**src/rtl/sprite_line_fetcher.sv**
```systemverilog
// Per-scanline tile fetcher: walks COLS tile columns, looks up each sprite row
// word and fills the back bank of a ping-pong line buffer for the display side.
module sprite_line_fetcher #(
    parameter int COLS = 80
) (
    input  logic        CLK_100,
    input  logic        RESET_N,
    input  logic        line_start,
    input  logic [9:0]  line_y,
    output logic        map_req,
    output logic [6:0]  map_col,
    output logic [4:0]  map_row,
    input  logic        map_ack,
    input  logic [7:0]  map_index,
    output logic [7:0]  get_index,
    output logic [3:0]  get_line,
    input  logic [15:0] get_data,
    input  logic [6:0]  pix_col,
    output logic [15:0] pix_data,
    output logic        busy,
    output logic        done,
    output logic        overrun
);

    typedef enum logic [1:0] {
        IDLE,
        REQ,
        LOOK,
        WRITE
    } state_t;

    localparam logic [6:0] LAST_COL = 7'(COLS - 1);
    localparam logic [7:0] NUM_COLS = 8'(COLS);

    state_t      state;
    state_t      state_next;
    logic        disp_bank;
    logic [6:0]  col;
    logic [15:0] wdata;
    logic        last_col;
    logic [15:0] buffer [2][COLS];

    // Only rows 0..511 exist in the tile map; the top scanline bit is ignored.
    logic unused_line_msb;
    assign unused_line_msb = line_y[9];

    assign last_col = (col == LAST_COL);
    assign map_col  = col;

    always_ff @(posedge CLK_100) begin
        if (!RESET_N) begin
            state <= IDLE;
        end else begin
            state <= state_next;
        end
    end

    // NOTE: every always_comb output gets a default first so no path can infer a latch.
    always_comb begin
        state_next = state;
        map_req    = 1'b0;
        busy       = (state != IDLE);
        done       = 1'b0;
        case (state)
            IDLE:  state_next = IDLE;
            REQ: begin
                map_req = 1'b1;
                if (map_ack) begin
                    state_next = LOOK;
                end
            end
            LOOK:  state_next = WRITE;
            WRITE: begin
                if (last_col) begin
                    done       = 1'b1;
                    state_next = IDLE;
                end else begin
                    state_next = REQ;
                end
            end
            default: state_next = IDLE;
        endcase
        // A new line always wins, whatever the fetch was doing.
        if (line_start) begin
            state_next = REQ;
        end
    end

    // NOTE: sequential state uses non-blocking assignments so every register samples pre-edge values.
    always_ff @(posedge CLK_100) begin
        if (!RESET_N) begin
            disp_bank <= 1'b0;
            map_row   <= '0;
            get_line  <= '0;
            col       <= '0;
            get_index <= '0;
            wdata     <= '0;
            overrun   <= 1'b0;
        end else begin
            if (line_start) begin
                disp_bank <= ~disp_bank;
                map_row   <= line_y[8:4];
                get_line  <= line_y[3:0];
                col       <= '0;
                // Starting on the final WRITE is a clean hand-over, not an overrun.
                if (busy && !done) begin
                    overrun <= 1'b1;
                end
            end else if (state == WRITE && !last_col) begin
                col <= col + 7'd1;
            end
            if (state == REQ && map_ack) begin
                get_index <= map_index;
            end
            if (state == LOOK) begin
                wdata <= get_data;
            end
        end
    end

    // NOTE: the line buffer is deliberately not reset; only the write is gated by reset.
    always_ff @(posedge CLK_100) begin
        if (RESET_N && state == WRITE) begin
            buffer[~disp_bank][col] <= wdata;
        end
    end

    always_ff @(posedge CLK_100) begin
        if (!RESET_N) begin
            pix_data <= '0;
        end else if ({1'b0, pix_col} < NUM_COLS) begin
            pix_data <= buffer[disp_bank][pix_col];
        end else begin
            pix_data <= '0;
        end
    end

endmodule

```
**config.mk**
```make
export PLATFORM = sky130hd
export DESIGN_NAME = sprite_line_fetcher
export DESIGN_NICKNAME = d
export VERILOG_FILES = /design/src/rtl/sprite_line_fetcher.sv
export SDC_FILE = /design/constraint.sdc
export NUM_CORES = 2
export LEC_CHECK = 0
export CORE_MARGIN = 2
export CORE_UTILIZATION = 59
export CTS_BUF_LIST = sky130_fd_sc_hd__clkbuf_8
export DETAILED_ROUTE_END_ITERATION = 16
export GPL_ROUTABILITY_DRIVEN = 0
export PLACE_DENSITY_LB_ADDON = 0.2
export SLEW_MARGIN = 20
export SYNTH_ARGS = -nofsm -noshare
export SYNTH_HDL_FRONTEND = slang
export SYNTH_SLANG_ARGS = --single-unit
```
**constraint.sdc**
```tcl
create_clock -name CLK_100 -period 3.4 [get_ports CLK_100]
set_input_delay 0.51 -clock CLK_100 [delete_from_list [all_inputs] [get_ports CLK_100]]
set_output_delay 0.51 -clock CLK_100 [all_outputs]
set_load 0.01 [all_outputs]
```
=== After elaboration in Yosys (flattened, before gate mapping) ===
Memories as Yosys holds them, arrays and structs flattened. A register that Yosys moved wholly into a read port is not among the register bits.
Index checks and enable logic that the tools add are counted.

* Memories kept: 1
* Logic and storage cells: 54
* Output and inout bits: 44
* Flip-flop bits (word level): 60
* Memory bits (writable): 2560
* Input port bits: 45

* Eq/ne operators: 6
* $add $sub $neg: 1
* $lt $le $gt $ge: 4
* Bitwise logic cells: 4
* Mux-type cells: 16
* Reduce and logical (&&, ||, !) cells: 12

{| class="wikitable"
|+ Memories
! name !! words !! bits a word !! rd ports !! clocked after Yosys merged registers in !! wr ports !! RTL line !! text
|-
| buffer || 2 || 1280 || 1 || 1 || 1 || 41 || <nowiki>logic [15:0] buffer [2][COLS];</nowiki>
|}

{| class="wikitable"
|+ Operators by type and width
! cell !! count
|-
| $mux 1280 || 1
|-
| $bmux 16 s7 || 1
|-
| $demux 16 s7 || 1
|-
| $mux 16 || 3
|-
| $ge 8x8->1 const B || 2
|-
| $not 7->8 || 2
|-
| $lt 8x1->1 const B || 1
|-
| $mux 1 || 8
|-
| $pmux 2 s4 || 1
|-
| $add 7x1->7 const B || 1
|-
| $eq 7x7->1 const B || 1
|-
| $lt 7x7->1 const B || 1
|-
| $logic_and 1x1->1 || 5
|-
| $eq 2x2->1 const B || 2
|-
| $reduce_and 2->1 || 2
|-
| $ne 3x3->1 const B || 1
|-
| $eq 2x1->1 const B || 1
|-
| $logic_not 1->1 || 2
|-
| $logic_not 2->1 || 1
|-
| $mux 2 || 1
|-
| $ne 2x2->1 const B || 1
|-
| $not 1->1 || 2
|-
| $reduce_bool 2->1 || 1
|-
| $reduce_or 2->1 || 1
|}

=== Longest topological paths before layout ===
* Depth after elaboration: 6
* Mapped depth: 13
* Gate-level depth less buffers: 7

=== Worst setup path before layout ===
Ideal clock, no wire load.

* Path kind: register -> register
* From: register state[0]
* To: memory buffer[1][176] (netlist name), enable pin
* Stages on the path, launching flop included: 7
* Buffers on the path: 1
* Setup time: 430 ps
* Data required time: 2970 ps
* Data arrival time: 2901 ps
* Period minus slack after synthesis: 3332 ps
* Slack: 68 ps
* Cell sequence: dfxtp_1 -> ha_1 -> and2_0 -> clkbuf_1 -> nand3b_1 -> or2_2 -> nor4_1

* Cells in the longest elaborated chain, start to end: 4

{| class="wikitable"
|+ RTL lines
! element !! RTL line !! text
|-
| start: declaration || 35 || <nowiki>state_t state;</nowiki>
|-
| start signal: assignment || 54 || <nowiki>state <= state_next;</nowiki>
|-
| $eq 2x2->1 || 123 || <nowiki>if (RESET_N && state == WRITE) begin</nowiki>
|-
| $logic_and 1x1->1 || 123 ||
|-
| $mux 1 || 123 ||
|-
| $mux 1280 (not written as such) || 124 || <nowiki>buffer[~disp_bank][col] <= wdata;</nowiki>
|-
| end: declaration || 41 ||
|}

No other way between the ends.

==> summary.txt <==
Detailed routing
  – Vias: approximately 52000
  – WL final: about 260 mm
  – Drt wl/cell: around 33 um
  – Post-route ant nets: 0
  – DR pass1 iterations: 6
  – Residual DRC: 0
  – DR vias/cell: roughly 6.6
  – Iteration-0 DRC Markers: roughly 7500

Clocking
  – Worst-skew pair later-pin latency: ~1.1 ns
  – Worst-path clk slew: 0.06 ns
  – CTS Buf Count: approximately 410
  – CTS tree: built
  – Clock tree buffer depth: 4
  – CTS sink count: approximately 2600
  – H-tree level count: 5
  – Root Buffer: clkbuf_8
  – Postcts setup bufs: 0

STA
  – Worst hold margin: approximately 0.11 ns
  – Slew @ Worst Pin: 1.09 ns
  – Hold Vio Cnt, Final: 0
  – Worst Skew: 0.0801 ns
  – Final Cycle Share: 0.973
  – PnR worst setup slack: 0.0908 ns
  – RSZ-0062 raised after global routing: no
  – Crit path time final: between 3 and 4 ns
  – Relative slew slack: 0.265
  – Fmax: 302 MHz
  – Setup violators final: 0
  – Slew Limit Fails: 0

Power and ir drop
  – Leak Pwr: approximately 39 nW
  – Power, Total: around 63 mW
  – Reg power frac: 0.560
  – Power share of the clock group: 0.380
  – P_sw: 14.0 mW
  – Comb power frac: 0.060
  – Cell Pwr Density: approximately 540 mW/mm^2
  – Maximum vdd drop: between 0.0004 and 0.0005 V
  – Internal power: around 49 mW
  – Sw Share: 0.222

Placed design
  – Post-DP HPWL: 164 mm
  – Input/output buffers: 87
  – Placed Instance Area: roughly 0.11 sq mm
  – Worst slack, placed: -0.0420 ns

Floorplanning
  – Std-Cell Core Area: around 0.17 sq mm
  – Effective utilization at floorplan: 0.595
  – Number of core rows: between 150 and 200
  – IO Pins: 89
  – Die Area: 0.174 sq mm
  – Die Height: 418 um
  – Horiz. Die Dim: ~420 um

Logic synthesis
  – Post-synthesis sequential area ratio: 0.774
  – Top FF cell, synth: edfxtp_1
  – Number of synthesized flops with an enable pin: 2560
  – Post-Syn Area: between 0.1 and 0.15 sq mm
  – Seq cells post-synth: 2621
  – FFs w/ async S/R, synth: 0
  – Cell variety after synth: 70
  – Syn avg cell area: about 22 sq um
  – Synth warn: 0
  – Post-synthesis instance total: ~4600
  – Post-synth net total: 4615

Cells and area
  – Layout cell share with drive strength beyond 1: 0.317
  – Final #Nets: approximately 5400
  – Most frequent cells in the layout: 2560 x edfxtp_1, 658 x mux4_2, 458 x buf_4
  – Commonest non-fill, non-tap cell in the layout: edfxtp_1
  – Finished layout cell area: 0.116 sq mm
  – Area grow syn2layout: 14.9%

Worst setup path
  – CP arrival: 4.17 ns
  – R2R setup slack: a little over 0.09 ns
  – Crit path kind: reg2reg
  – Crit Path Max Fanout: 15
  – Worst EP required: ~4.3 ns
  – Worst r2r path cells: 11
  – CP Capture Type: flip-flop
  – Worst reg2reg path endpoint: pix_data[5]
  – Critical Path Source Type: flip-flop

Global route
  – Global-route wire length before repair: between 300 and 400 mm
  – Grt ovf: 0
  – Vias in the first global route: 51900
  – Total GRT Usage: 0.305
  – Antenna violations before repair: 6
  – Largest net degree at the start of global routing: between 100 and 150

Min path
  – Min-Delay Path Depth: 3
  – Min-delay src: line_y[2]
  – Hold WC Path Type: in2reg
  – Hold EP: get_line[2]

Run status
  – Status: finished, final reports clean

Job
  – Max_cap viols: 0
## cells in the mapped netlist (9+ instances only)
library cell,count,area share
a211oi_1,15,0.0011
buf_4,25,0.0019
a22oi_1,41,0.0031
dfxtp_1,61,0.012
a21oi_1,57,0.0028
edfxtp_1,2560,0.76
mux4_2,658,0.15
a22o_1,13,0.0011
buf_8,12,0.0018
nand2_1,143,0.0053
nor3_1,19,0.00094
or3_1,10,0.00062
a31oi_1,22,0.0014
mux2i_1,156,0.015
nor2_1,210,0.0078
o22ai_1,49,0.0030
o221ai_1,20,0.0017
and3_1,11,0.00068
clkbuf_1,96,0.0036
o21ai_0,20,0.00099
buf_1,18,0.00067
nand2b_1,11,0.00068
buf_6,36,0.0040
buf_2,64,0.0032
nor2b_1,42,0.0026
a32oi_1,13,0.0011
nand3_1,55,0.0027
a21boi_0,9,0.00067
## critical path: stages, from the launching register on
cell	delay (ns)
dfxtp_4	0.55
buf_12	0.24
buf_12	0.17
mux4_2	0.50
mux2i_1	0.16
buf_4	0.17
o21ai_0	0.11
a21oi_1	0.32
a31oi_1	0.08
o21ai_1	0.36
buf_4	0.20
a31oi_1	0.23
## how the worst max path moves through the flow
stage	start	to	slack (ns)	cells past startpoint
floorplan	state[0]	buffer[1][176]	0.07	6
global placement	flip-flop	pix_data[5]	-0.03	11
detailed placement	pix_col[0]	pix_data[5]	-0.04	9
CTS	flip-flop	pix_data[7]	0.06	10
global route	flip-flop	pix_data[9]	0.08	10
finish	flip-flop	pix_data[5]	0.09	11
## power by group through the flow
stage | combinational [mW] | clock [mW] | sequential (mW)
floorplan | 2.22 | 0 | 36.1
global placement | 3.69 | 0 | 36.0
detailed placement | 3.73 | 0 | 36.0
CTS | 3.76 | 24.3 | 35.3
global route | 3.93 | 25.7 | 35.3
finish | 3.77 | 24.0 | 35.3
## cell families (layout without fill, tap and decap cells)
group / count (synthesis) / after routing / share of synthesized area
compound gates: 317 / 317 / 0.0222
xor+xnor: 3 / 3 / 0.000260
fa+ha+maj: 5 / 5 / 0.000620
buf+inv: 265 / 1384 / 0.0162
flops: 2621 / 2621 / 0.774
mux: 821 / 821 / 0.163
other cells: 0 / 3 / 0
simple gates: 533 / 533 / 0.0236
## flip-flops by register name, indices dropped and copies added (netlist names), named ones only
name	count
get_line	4
overrun	1
wdata	16
map_col	7
map_row	5
pix_data	16
buffer	2560
disp_bank	1
state	2
get_index	8
## metal layers
layer,part of all wire,wire (um),track usage,up-vias
met5,0.000050,13,0,-
met4,0.045,11800,0.131,2
met3,0.12,32400,0.0760,541
met2,0.46,120000,0.450,3398
met1,0.37,97800,0.440,27200
li1,-,-,-,21000
## through the flow
step	util	TNS (ns)	instances
global route	0.684	0	7903
detailed placement	0.639	-0.0420	7162
finish	0.684	0	7905
global placement	0.639	-0.0281	7162
floorplan	-	0	4565
CTS	0.683	0	7901
## timing repair
| action | in CTS | in global routing |
|---|---|---|
| endpoints found under the setup margin | 2 | 1 |
| hold buffers | 25 | 0 |
| gates resized for setup | 6 | 1 |
| endpoints found under the hold margin | 25 | 0 |
## area by class of cell
type                    instances  area (sq um)
flip-flops and latches       2621         78200
fillers                     10500         53700
multi-input cells            1679         21400
repair buffers                660          6380
clock buffers                 421          5790
well taps                    2218          2780
clock inverters               293          1450
inverters                      10          46.3
diodes                          3          7.51
Note: power is estimated with default switching activity, not from simulation.
